### src/rtl/polyphase_fir_decimator.sv
// Decimate-by-DEC FIR: samples go into a circular history buffer, and every DEC-th accept
// starts a serial multiply-accumulate over all TAPS coefficients, one tap per cycle.
module polyphase_fir_decimator #(
    parameter int DW   = 16,
    parameter int CW   = 16,
    parameter int TAPS = 32,
    parameter int DEC  = 4,
    parameter int OW   = DW + CW + $clog2(TAPS)
) (
    input  logic                    clk,
    input  logic                    rst_n,
    input  logic                    in_valid,
    output logic                    in_ready,
    input  logic signed [DW-1:0]    in_data,
    input  logic                    coef_we,
    input  logic [$clog2(TAPS)-1:0] coef_addr,
    input  logic signed [CW-1:0]    coef_din,
    output logic                    out_valid,
    output logic signed [OW-1:0]    out_data
);
    localparam int AW = $clog2(TAPS);
    localparam int PW = $clog2(DEC);

    typedef enum logic [1:0] {
        S_IDLE = 2'd0,
        S_MAC  = 2'd1,
        S_OUT  = 2'd2
    } state_t;

    state_t                    r_state;
    logic signed [DW-1:0]      r_x [TAPS];
    logic signed [CW-1:0]      r_h [TAPS];
    logic [AW-1:0]             r_wr_ptr;
    logic [AW-1:0]             r_newest;
    logic [AW-1:0]             r_k;
    logic [PW-1:0]             r_phase;
    logic signed [OW-1:0]      r_acc;
    logic                      r_out_valid;
    logic signed [OW-1:0]      r_out_data;

    logic [AW-1:0]             w_idx;
    logic signed [DW+CW-1:0]   w_prod;
    logic signed [OW-1:0]      w_prod_ext;
    logic                      w_addr_ok;

    assign in_ready  = (r_state == S_IDLE);
    assign out_valid = r_out_valid;
    assign out_data  = r_out_data;

    // Table index must stay inside 0..TAPS-1 even when TAPS is not a power of two.
    assign w_addr_ok = ({1'b0, coef_addr} < (AW+1)'(TAPS));

    // Sample index (newest - k) mod TAPS, wrapped explicitly for non-power-of-two TAPS.
    always_comb begin
        w_idx = '0;
        if (r_newest >= r_k) begin
            w_idx = r_newest - r_k;
        end else begin
            w_idx = r_newest + AW'(TAPS) - r_k;
        end
    end

    // Full-precision product, sign-extended to the accumulator width.
    always_comb begin
        w_prod     = r_h[r_k] * r_x[w_idx];
        w_prod_ext = {{(OW-DW-CW){w_prod[DW+CW-1]}}, w_prod};
    end

    // Control FSM, sample/coefficient storage and MAC datapath.
    always_ff @(posedge clk or negedge rst_n) begin
        if (!rst_n) begin
            r_state     <= S_IDLE;
            r_wr_ptr    <= {AW{1'b0}};
            r_newest    <= {AW{1'b0}};
            r_k         <= {AW{1'b0}};
            r_phase     <= {PW{1'b0}};
            r_acc       <= {OW{1'b0}};
            r_out_valid <= 1'b0;
            r_out_data  <= {OW{1'b0}};
            for (int i = 0; i < TAPS; i++) begin
                r_x[i] <= {DW{1'b0}};
                r_h[i] <= {CW{1'b0}};
            end
        end else begin
            r_out_valid <= 1'b0;
            case (r_state)
                S_IDLE: begin
                    if (coef_we && w_addr_ok) begin
                        r_h[coef_addr] <= coef_din;
                    end
                    if (in_valid) begin
                        r_x[r_wr_ptr] <= in_data;
                        r_newest      <= r_wr_ptr;
                        if (r_wr_ptr == AW'(TAPS-1)) begin
                            r_wr_ptr <= {AW{1'b0}};
                        end else begin
                            r_wr_ptr <= r_wr_ptr + AW'(1);
                        end
                        if (r_phase == PW'(DEC-1)) begin
                            r_phase <= {PW{1'b0}};
                            r_acc   <= {OW{1'b0}};
                            r_k     <= {AW{1'b0}};
                            r_state <= S_MAC;
                        end else begin
                            r_phase <= r_phase + PW'(1);
                        end
                    end
                end
                S_MAC: begin
                    r_acc <= r_acc + w_prod_ext;
                    if (r_k == AW'(TAPS-1)) begin
                        r_state <= S_OUT;
                    end else begin
                        r_k <= r_k + AW'(1);
                    end
                end
                S_OUT: begin
                    r_out_data  <= r_acc;
                    r_out_valid <= 1'b1;
                    r_state     <= S_IDLE;
                end
                default: begin
                    r_state <= S_IDLE;
                end
            endcase
        end
    end
endmodule

### config.mk
export PLATFORM = sky130hd
export DESIGN_NAME = polyphase_fir_decimator
export DESIGN_NICKNAME = d
export VERILOG_FILES = /design/src/rtl/polyphase_fir_decimator.sv
export SDC_FILE = /design/constraint.sdc
export NUM_CORES = 2
export LEC_CHECK = 0
export ABC_CLOCK_PERIOD_IN_PS = 12350
export BUFFER_PORTS_ARGS = -buffer_cell sky130_fd_sc_hd__buf_2
export CAP_MARGIN = 10
export CORE_UTILIZATION = 64
export DETAILED_ROUTE_END_ITERATION = 7
export PLACE_DENSITY = 0.87
export SLEW_MARGIN = 25
export SYNTH_ARGS = -nofsm -noshare
export SYNTH_HDL_FRONTEND = slang
export SYNTH_SLANG_ARGS = --single-unit
### constraint.sdc
create_clock -name clk -period 12.35 [get_ports clk]
set_input_delay 0 -clock clk [delete_from_list [all_inputs] [get_ports clk]]
set_output_delay 0 -clock clk [all_outputs]
set_load 0.1 [all_outputs]
==> run summary <==
status - finished clean
via count - 37005
clock-pin slew of the registers on the worst-case setup and hold paths - 0.07 ns
crit path kind - flop to flop
number of synthesized register bits - 1118
clock skew - 0.0394 ns
Critical Path RT - 12.95 ns
crit path capture type - flop
Die Ht - 313 um
delay of the slowest critical-path stage - 1.03 ns
type of the tightest min-delay check - input port to flop
Slew HR - 23.7%
vias in the first global route - 39975
Yosys top cell area share - 45.3%
TNS Setup - 0 ns
Layout area overhead - 9.23%
dominant cell type by area after synthesis - dfrtp_1
largest net degree at the start of global routing - 186
FF-to-FF path depth - 27
clk root buf - clkbuf_16
worst reg-to-reg setup slack - 2.07 ns
layout cells sized above 1 - 39.6%
Chip Width - 313 um
synth warn - 0
EDFF count, synth - 0
worst hold start - coef_addr[3]
top_reg_cell synth - dfrtp_1
cell mode on critical path - fa_1
R2R Path End - r_acc[36]$_DFFE_PN0P_
synth unique cells - 56
Iteration-0 DRC Markers - 3263
Overflow after GRT - 0
All-Layer GR Usage - 30.9%
Final Core Density - 70.8%
Syn Nets - 4892
Max Cap Viol - 0
Mapped Avg Cell Area - 14.0 sq um
post-cts resize count - 0
CP arrival - 10.88 ns
final setup fails - 0
routed length per placed instance - 25.4 um
Max Slew Vio Count - 0
Tcrit/Tclk final - 83.2%
Pre-Repair DR Iteration Count - 5
# port buffers - 79
setup repair after global routing missed its margin - false
r2r startpoint - r_k[0]$_DFFE_PN0P_
total CTS buffers - 109
final-report hold violation count - 0
synthesized cell area - 61800 sq um
CTS Sinks - 1118
slowest CP cell - fa_4
CTS HTree Levels - 3
fin nets - 4891
DRC viols - 0
WHS Endpoint - r_h[20]$_DFFE_PN0P_
fin crit period - 10.28 ns
multi-input logic area - 31500 sq um
via/cell ratio - 6.42
Detailed Route WL - 146000 um
antenna violations before repair - 7
Crit path max-delay family - adder cells
area occupied by registers - 28000 sq um
Longest Clk Path Bufs - 3
DP Wirelength - 91400 um
first-pass GRT wire length - 233000 um
FMAX - 97.3 MHz
final instance area - 67500 sq um
Buf/Inv on CP - 6
CTS tree - built
fill cell count - 5761
ys async rst share - 100%
Startpoint Class - flop
clock latency on the worst-skew pair - 0.71 ns
Gate Count Post-Synth - 4411
Worst Path Max Fanout - 35
core footprint - 95300 sq um
dominant cells by area after synthesis - dfrtp_1 (45%), mux2_2 (20%), mux4_2 (11%)
Worst Tran Pin Value - 1.14 ns
Die ar. - 97800 sq um
hold depth - 4
Initial Util - 64.8%
# rows - 113
register area share after synthesis - 45.3%
I/O pin cnt - 80
remaining antenna violation count after routing - 0
Placer Congestion - 0.880
Post-DP Area - 63300 sq um
[worst min-delay path, stage by stage]
cell and delay [ns]:
buf_2 0.20, nand3_1 0.17, nor2_2 0.11, mux2_2 0.23
[how the worst max path moves through the flow]
stage	start	endpoint	depth (start not counted)	slack, ns
after global placement	r_k[0]$_DFFE_PN0P_	r_acc[36]$_DFFE_PN0P_	29	2.06
after CTS	r_k[0]$_DFFE_PN0P_	r_acc[36]$_DFFE_PN0P_	29	1.78
after detailed placement	r_k[0]$_DFFE_PN0P_	r_acc[36]$_DFFE_PN0P_	29	1.78
final	r_k[0]$_DFFE_PN0P_	r_acc[36]$_DFFE_PN0P_	27	2.07
after floorplan	r_k[1]$_DFFE_PN0P_	r_acc[36]$_DFFE_PN0P_	33	3.19
after global routing	r_k[0]$_DFFE_PN0P_	r_acc[36]$_DFFE_PN0P_	27	1.72
[synth_stat cells, drive strengths merged, types with 43 or more instances]
cell,instances
nand3,43
inv,360
fa,320
o21ai,55
clkbuf,222
buf,80
mux2,1084
ha,120
nand2,280
dfrtp,1118
and2,72
mux4,305
nor2,97
[repair_timing]
action | in CTS | in global routing
hold buffers | 36 | 0
setup buffers | 0 | 0
endpoints found under the hold margin | 1112 | 0
[registers in the layout, indices dropped and copies added, names as in the netlist]
| name | cells |
|---|---|
| out_data | 37 |
| out_valid | 1 |
| r_acc | 37 |
| r_h | 512 |
| r_k | 5 |
| r_newest | 5 |
| r_phase | 2 |
| r_state | 2 |
| r_wr_ptr | 5 |
| r_x | 512 |
[cell families (layout without fill, tap and decap cells)]
group           after synthesis  after routing  share of synthesized area (%)
compound gates              158            158                           1.61
fa+ha+maj                   440            440                           12.8
mux                        1403           1403                           31.1
flops                      1118           1118                           45.3
simple gates                589            589                           4.41
buf+inv                     662            743                           4.17
other cells                   0              4                              0
xor+xnor                     41             41                          0.612
[per-layer routing]
metal	routed length [um]	GRT usage, %	vias up	share of wire [%]
met1	59900	44.1	19685	41
met3	11400	5.60	363	7.8
li1	-	-	15324	-
met2	70200	48.8	1627	48
met5	28	0	-	0.019
met4	4780	10.4	6	3.3
[through the flow]
step / hold slack [ns] / worst slack [ns] / std cells
after floorplan: -0.296 / 3.19 / 4411
after global placement: 0.108 / 2.06 / 5524
after detailed placement: 0.111 / 1.78 / 5525
after CTS: 0.00194 / 1.78 / 5754
after global routing: 0.0864 / 1.72 / 5761
final: 0.0512 / 2.07 / 5761
[cell usage in the layout, fill, tap and decap left out, types with 26 or more instances in the layout]
| cell type | synthesis | final |
|---|---|---|
| nand3_1 | 43 | 43 |
| ha_1 | 120 | 119 |
| clkbuf_16 | 0 | 112 |
| dlygate4sd3_1 | 0 | 35 |
| nor2_1 | 97 | 71 |
| nor2b_1 | 32 | 32 |
| clkbuf_8 | 0 | 26 |
| fa_1 | 320 | 318 |
| mux2_2 | 1084 | 1084 |
| inv_1 | 359 | 359 |
| buf_2 | 62 | 78 |
| nand2_1 | 280 | 264 |
| o21ai_0 | 52 | 50 |
| and2_1 | 72 | 72 |
| clkbuf_1 | 222 | 28 |
| dfrtp_1 | 1118 | 1115 |
| mux4_2 | 305 | 305 |
| buf_4 | 4 | 63 |
| a21oi_1 | 32 | 32 |
[cell type report]
cell class,instances,share of cell area [%]
antenna,4,0.0148
clock buffer,166,4.84
clock inverter,27,0.477
inverter,360,2.00
multi-input combinational,2631,46.6
sequential,1118,41.5
tap,1265,2.35
timing repair buffer,190,2.21
Power is left out: the tool's default activity adds up to more than one toggle a clock period on the data nets, which glitch-free logic cannot reach.
